<file path="src/rtl/branch_predictor_pkg.sv">
// Shared types for the branch predictor: branch funct3 encodings, BHT counter states, legality helper.
package branch_predictor_pkg;

    typedef enum logic [2:0] {
        BEQ  = 3'b000,
        BNE  = 3'b001,
        RSV2 = 3'b010,
        RSV3 = 3'b011,
        BLT  = 3'b100,
        BGE  = 3'b101,
        BLTU = 3'b110,
        BGEU = 3'b111
    } branch_funct3_t;

    typedef enum logic [1:0] {
        SNT = 2'b00,
        WNT = 2'b01,
        WT  = 2'b10,
        ST  = 2'b11
    } bht_state_t;

    localparam bht_state_t BHT_RESET = WNT;

    // funct3 010/011 are not conditional branches; such updates must leave all state untouched.
    function automatic logic is_branch_op(branch_funct3_t op);
        return !((op == RSV2) || (op == RSV3));
    endfunction

endpackage

</file>
<file path="src/rtl/branch_predictor_if.sv">
// Fetch-side prediction request/response, execute-side resolution feedback and perf counters.
interface branch_predictor_if;
    import branch_predictor_pkg::*;

    logic           pred_req;
    logic [31:0]    pred_pc;
    logic           pred_valid;
    logic           pred_taken;
    logic           pred_hit;
    logic [31:0]    pred_target;

    logic           upd_valid;
    logic [31:0]    upd_pc;
    branch_funct3_t upd_cmpop;
    logic           upd_taken;
    logic [31:0]    upd_target;
    logic           upd_pred_taken;

    logic [31:0]    perf_branches;
    logic [31:0]    perf_mispredicts;

    modport master (
        output pred_req, pred_pc,
        output upd_valid, upd_pc, upd_cmpop, upd_taken, upd_target, upd_pred_taken,
        input  pred_valid, pred_taken, pred_hit, pred_target,
        input  perf_branches, perf_mispredicts
    );

    modport slave (
        input  pred_req, pred_pc,
        input  upd_valid, upd_pc, upd_cmpop, upd_taken, upd_target, upd_pred_taken,
        output pred_valid, pred_taken, pred_hit, pred_target,
        output perf_branches, perf_mispredicts
    );

endinterface

</file>
<file path="src/rtl/branch_predictor_sat_counter2.sv">
// 2-bit saturating up/down counter next-state block; combinational, zero latency.
// No backpressure: inc and dec together (or neither) hold the state.
module sat_counter2
    import branch_predictor_pkg::*;
(
    input  bht_state_t state,
    input  logic       inc,
    input  logic       dec,
    output bht_state_t next
);

    logic [1:0] cur;

    assign cur = state;

    always_comb begin
        next = state;
        if (inc && !dec && (state != ST)) begin
            next = bht_state_t'(cur + 2'd1);
        end else if (dec && !inc && (state != SNT)) begin
            next = bht_state_t'(cur - 2'd1);
        end
    end

endmodule

</file>
<file path="src/rtl/branch_predictor.sv">
// Bimodal/gshare (GSHARE_EN) BHT + tagged BTB predictor; prediction 1 cycle after pred_req, update-to-predict bypass.
// No backpressure: predict and update are both accepted every cycle.
module branch_predictor
    import branch_predictor_pkg::*;
#(
    parameter int IDX_BITS = 6,
    parameter int TAG_BITS = 8
) (
    input  logic               clk,
    input  logic               rst_n,
    branch_predictor_if.slave  bp
);

    localparam int ENTRIES = 1 << IDX_BITS;

    typedef logic [IDX_BITS-1:0] idx_t;
    typedef logic [TAG_BITS-1:0] tag_t;

    bht_state_t          bht        [ENTRIES];
    logic [ENTRIES-1:0]  btb_valid;
    tag_t                btb_tag    [ENTRIES];
    logic [31:0]         btb_target [ENTRIES];

    idx_t        pred_idx, upd_idx, pred_bidx, upd_bidx;
    tag_t        pred_tag, upd_tag;
    logic        upd_legal, upd_alloc;
    bht_state_t  upd_ctr_cur, upd_ctr_next, pred_ctr;
    logic        lk_valid, lk_hit;
    tag_t        lk_tag;
    logic [31:0] lk_target;

    logic        pred_valid_q, pred_taken_q, pred_hit_q;
    logic [31:0] pred_target_q, perf_branches_q, perf_mispredicts_q;

    assign pred_idx  = bp.pred_pc[IDX_BITS+1:2];
    assign pred_tag  = bp.pred_pc[IDX_BITS+TAG_BITS+1:IDX_BITS+2];
    assign upd_idx   = bp.upd_pc[IDX_BITS+1:2];
    assign upd_tag   = bp.upd_pc[IDX_BITS+TAG_BITS+1:IDX_BITS+2];
    assign upd_legal = bp.upd_valid && is_branch_op(bp.upd_cmpop);
    assign upd_alloc = upd_legal && bp.upd_taken;

`ifdef GSHARE_EN
    idx_t ghr;

    // Both sides hash with the pre-shift history, so a same-cycle update and predict agree on the index.
    assign pred_bidx = pred_idx ^ ghr;
    assign upd_bidx  = upd_idx ^ ghr;

    always_ff @(posedge clk or negedge rst_n) begin
        if (!rst_n) begin
            ghr <= '0;
        end else if (upd_legal) begin
            ghr <= {ghr[IDX_BITS-2:0], bp.upd_taken};
        end
    end
`else
    assign pred_bidx = pred_idx;
    assign upd_bidx  = upd_idx;
`endif

    assign upd_ctr_cur = bht[upd_bidx];

    sat_counter2 u_ctr (
        .state (upd_ctr_cur),
        .inc   (bp.upd_taken),
        .dec   (!bp.upd_taken),
        .next  (upd_ctr_next)
    );

    always_ff @(posedge clk or negedge rst_n) begin
        if (!rst_n) begin
            for (int i = 0; i < ENTRIES; i++) begin
                bht[i] <= BHT_RESET;
            end
        end else if (upd_legal) begin
            bht[upd_bidx] <= upd_ctr_next;
        end
    end

    always_ff @(posedge clk or negedge rst_n) begin
        if (!rst_n) begin
            btb_valid <= '0;
        end else if (upd_alloc) begin
            btb_valid[upd_idx] <= 1'b1;
        end
    end

    // Tag/target payload is only meaningful behind btb_valid, so it needs no reset.
    always_ff @(posedge clk) begin
        if (upd_alloc) begin
            btb_tag[upd_idx]    <= upd_tag;
            btb_target[upd_idx] <= bp.upd_target;
        end
    end

    // Write-first view of the tables for the predict lookup.
    always_comb begin
        pred_ctr  = bht[pred_bidx];
        lk_valid  = btb_valid[pred_idx];
        lk_tag    = btb_tag[pred_idx];
        lk_target = btb_target[pred_idx];
        if (upd_legal && (upd_bidx == pred_bidx)) begin
            pred_ctr = upd_ctr_next;
        end
        if (upd_alloc && (upd_idx == pred_idx)) begin
            lk_valid  = 1'b1;
            lk_tag    = upd_tag;
            lk_target = bp.upd_target;
        end
        lk_hit = lk_valid && (lk_tag == pred_tag);
    end

    always_ff @(posedge clk or negedge rst_n) begin
        if (!rst_n) begin
            pred_valid_q  <= 1'b0;
            pred_taken_q  <= 1'b0;
            pred_hit_q    <= 1'b0;
            pred_target_q <= '0;
        end else begin
            pred_valid_q <= bp.pred_req;
            if (bp.pred_req) begin
                pred_hit_q    <= lk_hit;
                pred_taken_q  <= lk_hit && pred_ctr[1];
                pred_target_q <= lk_hit ? lk_target : 32'h0;
            end
        end
    end

    always_ff @(posedge clk or negedge rst_n) begin
        if (!rst_n) begin
            perf_branches_q    <= '0;
            perf_mispredicts_q <= '0;
        end else if (upd_legal) begin
            if (perf_branches_q != 32'hFFFF_FFFF) begin
                perf_branches_q <= perf_branches_q + 32'd1;
            end
            if ((bp.upd_taken != bp.upd_pred_taken) && (perf_mispredicts_q != 32'hFFFF_FFFF)) begin
                perf_mispredicts_q <= perf_mispredicts_q + 32'd1;
            end
        end
    end

    assign bp.pred_valid       = pred_valid_q;
    assign bp.pred_taken       = pred_taken_q;
    assign bp.pred_hit         = pred_hit_q;
    assign bp.pred_target      = pred_target_q;
    assign bp.perf_branches    = perf_branches_q;
    assign bp.perf_mispredicts = perf_mispredicts_q;

    logic unused_pc_bits;
    assign unused_pc_bits = ^{bp.pred_pc[31:IDX_BITS+TAG_BITS+2], bp.pred_pc[1:0],
                              bp.upd_pc[31:IDX_BITS+TAG_BITS+2], bp.upd_pc[1:0]};

endmodule

</file>
<file path="src/flat_wrapper.sv">
// flat-port wrapper written by rule: the top's interface ports become plain ports
module branch_predictor_flat import branch_predictor_pkg::*;
#(
    parameter int IDX_BITS = 6,
    parameter int TAG_BITS = 8
)
  (clk, rst_n, bp_pred_req, bp_pred_pc, bp_upd_valid, bp_upd_pc, bp_upd_cmpop, bp_upd_taken, bp_upd_target, bp_upd_pred_taken, bp_pred_valid, bp_pred_taken, bp_pred_hit, bp_pred_target, bp_perf_branches, bp_perf_mispredicts);
  branch_predictor_if bp_i ();
  input  logic clk;
  input  logic rst_n;
  input wire logic [$bits(bp_i.pred_req)-1:0] bp_pred_req;
  input wire logic [$bits(bp_i.pred_pc)-1:0] bp_pred_pc;
  input wire logic [$bits(bp_i.upd_valid)-1:0] bp_upd_valid;
  input wire logic [$bits(bp_i.upd_pc)-1:0] bp_upd_pc;
  input wire logic [$bits(bp_i.upd_cmpop)-1:0] bp_upd_cmpop;
  input wire logic [$bits(bp_i.upd_taken)-1:0] bp_upd_taken;
  input wire logic [$bits(bp_i.upd_target)-1:0] bp_upd_target;
  input wire logic [$bits(bp_i.upd_pred_taken)-1:0] bp_upd_pred_taken;
  output wire logic [$bits(bp_i.pred_valid)-1:0] bp_pred_valid;
  output wire logic [$bits(bp_i.pred_taken)-1:0] bp_pred_taken;
  output wire logic [$bits(bp_i.pred_hit)-1:0] bp_pred_hit;
  output wire logic [$bits(bp_i.pred_target)-1:0] bp_pred_target;
  output wire logic [$bits(bp_i.perf_branches)-1:0] bp_perf_branches;
  output wire logic [$bits(bp_i.perf_mispredicts)-1:0] bp_perf_mispredicts;
  assign bp_i.pred_req = bp_pred_req;
  assign bp_i.pred_pc = bp_pred_pc;
  assign bp_i.upd_valid = bp_upd_valid;
  assign bp_i.upd_pc = bp_upd_pc;
  assign bp_i.upd_cmpop = bp_upd_cmpop;
  assign bp_i.upd_taken = bp_upd_taken;
  assign bp_i.upd_target = bp_upd_target;
  assign bp_i.upd_pred_taken = bp_upd_pred_taken;
  assign bp_pred_valid = bp_i.pred_valid;
  assign bp_pred_taken = bp_i.pred_taken;
  assign bp_pred_hit = bp_i.pred_hit;
  assign bp_pred_target = bp_i.pred_target;
  assign bp_perf_branches = bp_i.perf_branches;
  assign bp_perf_mispredicts = bp_i.perf_mispredicts;
  branch_predictor #(.IDX_BITS(IDX_BITS), .TAG_BITS(TAG_BITS)) u_core (.clk(clk), .rst_n(rst_n), .bp(bp_i));
endmodule
</file>
<file path="config.mk">
export PLATFORM = sky130hd
export DESIGN_NAME = branch_predictor_flat
export DESIGN_NICKNAME = d
export VERILOG_FILES = /design/src/rtl/branch_predictor_pkg.sv /design/src/rtl/branch_predictor_if.sv /design/src/rtl/branch_predictor_sat_counter2.sv /design/src/rtl/branch_predictor.sv /design/src/flat_wrapper.sv
export SDC_FILE = /design/constraint.sdc
export NUM_CORES = 2
export LEC_CHECK = 0
export ABC_AREA = 1
export CAP_MARGIN = 20
export CELL_PAD_IN_SITES_DETAIL_PLACEMENT = 1
export CELL_PAD_IN_SITES_GLOBAL_PLACEMENT = 2
export CORE_AREA = 8 8 542 544
export CTS_BUF_LIST = sky130_fd_sc_hd__clkbuf_4 sky130_fd_sc_hd__clkbuf_8
export DETAILED_ROUTE_END_ITERATION = 7
export DIE_AREA = 0 0 550 552
export PLACE_DENSITY_LB_ADDON = 0.12
export SLEW_MARGIN = 20
export SYNTH_ARGS = -nofsm -noshare
export SYNTH_HDL_FRONTEND = slang
export SYNTH_SLANG_ARGS = --single-unit
</file>
<file path="constraint.sdc">
create_clock -name clk -period 2.2 [get_ports clk]
set_input_delay 0.22 -clock clk [delete_from_list [all_inputs] [get_ports clk]]
set_output_delay 0.22 -clock clk [all_outputs]
set_load 0.1 [all_outputs]
</file>
-- Word-level counts from Yosys, hierarchy flattened
Memories as Yosys holds them, arrays and structs flattened.
Cells that the tools add are included.
- output and inout bits: 99
- register bits: 291
- memories: 2
- RAM bits: 2560
- add/subtract/negate cells: 4
- eq/ne operators: 8
- muxes and demuxes: 22
- reductions and logical operators: 17
- order comparisons: 6
- bitwise gates (word level): 3
- memories (name ; words ; bits a word ; read ports ; clocked after Yosys merged registers in ; wr ports ; line ; text):
    u_core.btb_target ; 64 ; 32 ; 1 ; 0 ; 1 ; branch_predictor.sv:22 ; logic [31:0] btb_target [ENTRIES];
    u_core.btb_tag ; 64 ; 8 ; 1 ; 0 ; 1 ; branch_predictor.sv:21 ; tag_t btb_tag [ENTRIES];
- operators with widths (operator ; number):
    $bwmux W128 ; 1
    $add A32 B1 Y32 const B ; 2
    $mux W32 ; 2
    $ne A32 B32 Y1 const B ; 2
    $or A64 B64 Y64 ; 1
    $bmux W2 S6 ; 2
    $mux W2 ; 8
    $ge A7 B7 Y1 const B ; 2
    $lt A6 B7 Y1 const B ; 2
    $not A6 Y7 ; 2
    $demux W2 S6 ; 1
    $logic_and A1 B1 Y1 ; 11
    $eq A8 B8 Y1 ; 1
    $mux W8 ; 1
    $lt A7 B1 Y1 const B ; 1
    $bmux W1 S6 ; 1
    $demux W1 S6 ; 1
    $eq A3 B2 Y1 const B ; 2
    $eq A6 B6 Y1 ; 1
    $ge A6 B1 Y1 const B ; 1
    $mux W1 ; 5
    $reduce_and A2 Y1 ; 2
    $add A2 B1 Y2 const B ; 1
    $logic_not A1 Y1 ; 2
    other kinds (5) ; 5

-- Depth between registers and ports, before layout
- depth in word-level cells: 10
- mapped depth: 23

-- Modules after synthesis
Synthesis repeated with hierarchy kept, for this count alone.
- cells, all modules: 9302
- area, all modules: 115500.8 µm²
- by module, submodules not included (module ; sequential area each (µm²) ; cells each ; area each (µm²) ; times used):
    branch_predictor ; 84235.8 ; 9283 ; 115401.9 ; 1
    sat_counter2 ; 0.0 ; 19 ; 98.8 ; 1

-- Worst setup path before layout
Ideal clock, no wire load.
- kind: input to register
- from: in bp_upd_pc[4]
- to: mem u_core.btb_tag[33][0] (netlist name), enable pin
- buffers on the path: 2
- required time: 1712 ps
- path slack: -1964 ps
- stages: 5
- data arrival time: 3676 ps
- cell sequence: buf_4 inv_2 nand3_2 buf_1 nor3_1
- RTL lines (what ; line ; text):
    start, declared ; flat_wrapper.sv:14 ; input wire logic [$bits(bp_i.upd_pc)-1:0] bp_upd_pc;
    end, declared ; branch_predictor.sv:21 ;
No word-level cell before the write port.

-- Final worst setup path
- from: reg u_core.bht[16] (netlist name)
- to: reg u_core.bht[115] (netlist name)
- cells in the longest elaborated chain, start to end: 8
- elaborated cells on any way between the ends: 12
- ends and longest elaborated chain (what ; line ; text):
    start, declared ; branch_predictor.sv:19 ; bht_state_t bht [ENTRIES];
    start signal, assigned by index ; branch_predictor.sv:76 ; bht[upd_bidx] <= upd_ctr_next;
    $bmux W2 S6 * ; branch_predictor.sv:61 ; assign upd_ctr_cur = bht[upd_bidx];
    $mux W2 (not written as such) * (2 in series) ; branch_predictor.sv:61 ;
    branches (longest 3 deep; another with $sub A2 B1 Y2) ; n/a ;
    $mux W2 * ; branch_predictor_sat_counter2.sv:18 ; if (inc && !dec && (state != ST)) begin
    $bwmux W128 * ; branch_predictor.sv:76 ;
Mark *: on every way between the ends. The select of a mux whose other input is x is not followed.
A chain may end at the register's enable or synchronous reset.

==> out/results.tsv <==
metric	value	unit
htreeDepth	5	
r2r_slack	-380	ps
cp.arrival	3590	ps
ios	204	
cp-start-kind	flop	
finalSetupViolCount	163	
cts_sinks	2851	
numCtsBuffers	480	
grt.met3_usage	0.0407	
relSlewSlack	0.451	
hold_viol	0	
fp.dieW	550	um
holdPathStages	6	
critPathTopFamily	simple AND/OR/NAND/NOR gates	
fmaxAchievable	388	MHz
die_area	304000	um2
placementRows	197	
crit_required	3210	ps
startpoint	u_core.bht[16]$_DFFE_PN1P_	
slowest_stage	dfstp_2	
port-buffer-count	166	
violations	negative setup slack	
gp_congestion	0.881	
r2r_start	u_core.bht[16]$_DFFE_PN1P_	
synth-main-ff-cell	edfxtp_1	
cp_cell_sequence	a22o_1, o31ai_2, buf_4, nand2_4, nor2_4, nand3_4, ha_4, nor2_4, a21oi_4, nand2_4, nand2_8, clkbuf_16, o21ai_2	
power	120	mW
coreArea	286000	um2
placement.cell_area	133000	um2
cts_root_buf	clkbuf_8	
min_to	u_core.bht[74]$_DFFE_PN1P_	
seq_area_frac_synth	0.725	
rsz0062_at_grt	true	
use_met2	0.467	
powerDensity	819	nW/um2
synth_cell_type_count	51	
via_per_inst	5.75	
initial_core_util	0.407	
vias	86100	
layout-drive-gt1-share	0.247	
worst-path-max-fanout	6	
synthCells	9494	
dp_hpwl	283000	um
fin_ws	-378	ps
outcome	finished, violations left	
grt_overflow_total	0	
routedWlPerCell	29.8	um
hold_path_startpoint	bp_upd_pc[3]	
cts.clk_slew.worst_paths	60	ps
ys_async_sr_fraction	0.102	
ys_warn_count	0	
cap_viol_max_count	0	
rr_worst_depth	13	
fin_cells	15000	
synth-seq-cells	2851	
period_share	1.17	
fin_crit	2580	ps
final_cell_area	147000	um2
firstDrtPassIters	5	
hold_path.class	in2reg	
rr_endpoint	u_core.bht[115]$_DFFE_PN0P_	
slew_violations	0	
use_met1	0.393	
cp-end-kind	flop	
syn_nets	9603	
drc	0	
place_inst	14000	
cts_tree	yes	
p_leak	53.5	nW
track_usage	0.285	
antenna_found_initial	14	
crit_type	reg2reg	
hold_slack	8.01	ps
fin_skew	92.8	ps
synth_edf_count	2560	
nets	10900	
ir_worst_vdd	0.510	mV
layout_common_cells	edfxtp_1 (2,560), nand2_1 (2,428), nand3_1 (1,100), buf_4 (813), clkbuf_8 (512)	
grt_max_degree	72	
synth_area	116000	um2
area_delta_synth_final	26.1	%
grt_pass1_wl	639000	um
synth.avg_cell_area	12.2	um2
postRouteAntennaNets	0	
worstMarginPinSlew	823	ps
layout_commonest_cell	edfxtp_1	
grt.busiest_layer	met2	
nFillCells	29000	
place_ws	-1280	ps
drtIter0Drc	8234	
critPathBufInv	2	
die_h	552	um
clkLatencyLatePin	1130	ps
wl	447000	um
grt_pass1_vias	89500	
clk_path_buf_depth	4	
slowest_delay	380	ps
[worst register-to-register path, delay by kind of cell (launching register included)]
kind	cells	cell delay (ps)
compound gates	4	700
fa+ha+maj	1	210
buf+inv	2	370
flops	1	380
simple gates	6	830
[final cells by class]
class                   count  area, um2  share of cell area
repair buffers           1446      16700               0.114
clock inverters           194       1120             0.00766
diodes                      4       10.0           0.0000683
clock buffers             704       8490              0.0579
multi-input cells        5823      30500               0.208
well taps                3781       4730              0.0323
inverters                 173        723             0.00493
flip-flops and latches   2851      84300               0.575
[stage by stage]
| stage | util | setup TNS (ps) |
|---|---|---|
| 6_report | 0.513 | -46210 |
| 3_5_place_dp | 0.467 | -1756880 |
| 4_1_cts | 0.509 | -38670 |
| 2_1_floorplan | - | -534100 |
| 5_1_grt | 0.513 | -61860 |
| 3_3_place_gp | 0.467 | -1697100 |
[worst max-delay path by stage]
stage                                               to  depth (start not counted)  slack, ps
3_5_place_dp          u_core.bp.pred_taken$_DFFE_PN0P_                         20      -1280
6_report                   u_core.bht[115]$_DFFE_PN0P_                         13       -380
5_1_grt                     u_core.bht[54]$_DFFE_PN1P_                         16       -470
3_3_place_gp          u_core.bp.pred_taken$_DFFE_PN0P_                         22      -1210
2_1_floorplan  u_core.bp.perf_branches[29]$_DFFE_PN0P_                         14       -400
4_1_cts                     u_core.bht[72]$_DFFE_PN1P_                         16       -330
[what timing repair did]
action                                  CTS  global route
hold buffers                             51             0
cloned                                   12            15
endpoints found under the hold margin  2887             0
setup buffers                            35            22
gates resized for setup                 335           256
setup endpoints to repair               243           193
pin swaps                               121           107
[registers in the layout, indices dropped and copies added (netlist names)]
name                        cells
u_core.bht                    128
u_core.bp.perf_branches        32
u_core.bp.perf_mispredicts     32
u_core.bp.pred_hit              1
u_core.bp.pred_taken            1
u_core.bp.pred_target          32
u_core.bp.pred_valid            1
u_core.btb_tag                512
u_core.btb_target            2048
u_core.btb_valid               64
[cells in the mapped netlist, drive strengths merged (4+ instances only)]
| master | number | area, um2 |
|---|---|---|
| nand2 | 2471 | 9280 |
| a221oi | 32 | 287 |
| ha | 4 | 50.1 |
| buf | 445 | 2390 |
| a22o | 4 | 35.0 |
| clkbuf | 203 | 762 |
| a32o | 163 | 1630 |
| o211ai | 170 | 1280 |
| inv | 171 | 647 |
| nor2 | 408 | 1550 |
| dfstp | 64 | 1680 |
| o21ai | 343 | 1730 |
| xor2 | 35 | 307 |
| o22ai | 110 | 688 |
| a21oi | 480 | 2400 |
| a221o | 116 | 1160 |
| edfxtp | 2560 | 76900 |
| nand3 | 1276 | 6440 |
| a22oi | 20 | 150 |
| nand4 | 26 | 169 |
| xnor2 | 27 | 236 |
| dfrtp | 227 | 5680 |
| or2 | 67 | 419 |
| nor3 | 52 | 265 |
[where the power goes]
group / switching (mW) / internal (mW)
clock network: 22.4 / 25.5
registers: 0.547 / 59.8
logic: 7.72 / 4.14
total: 30.7 / 89.4
[cell families after synthesis]
| group | share of synthesized area |
|---|---|
| flip-flops | 0.725 |
| buffers and inverters | 0.0328 |
| AO/OA/AOI/OAI | 0.0810 |
| AND/OR/NAND/NOR | 0.156 |
| adder cells (fa/ha/maj) | 0.000431 |
| XOR/XNOR | 0.00467 |
| multiplexers | 0.000194 |
[layer usage]
layer / routed length, um / vias to the layer above
met2: 212000 / 3055
met4: 15000 / 0
met1: 191000 / 45000
li1: - / 37300
met5: 0 / -
met3: 28700 / 772
Power figures use the tool's default switching activity.
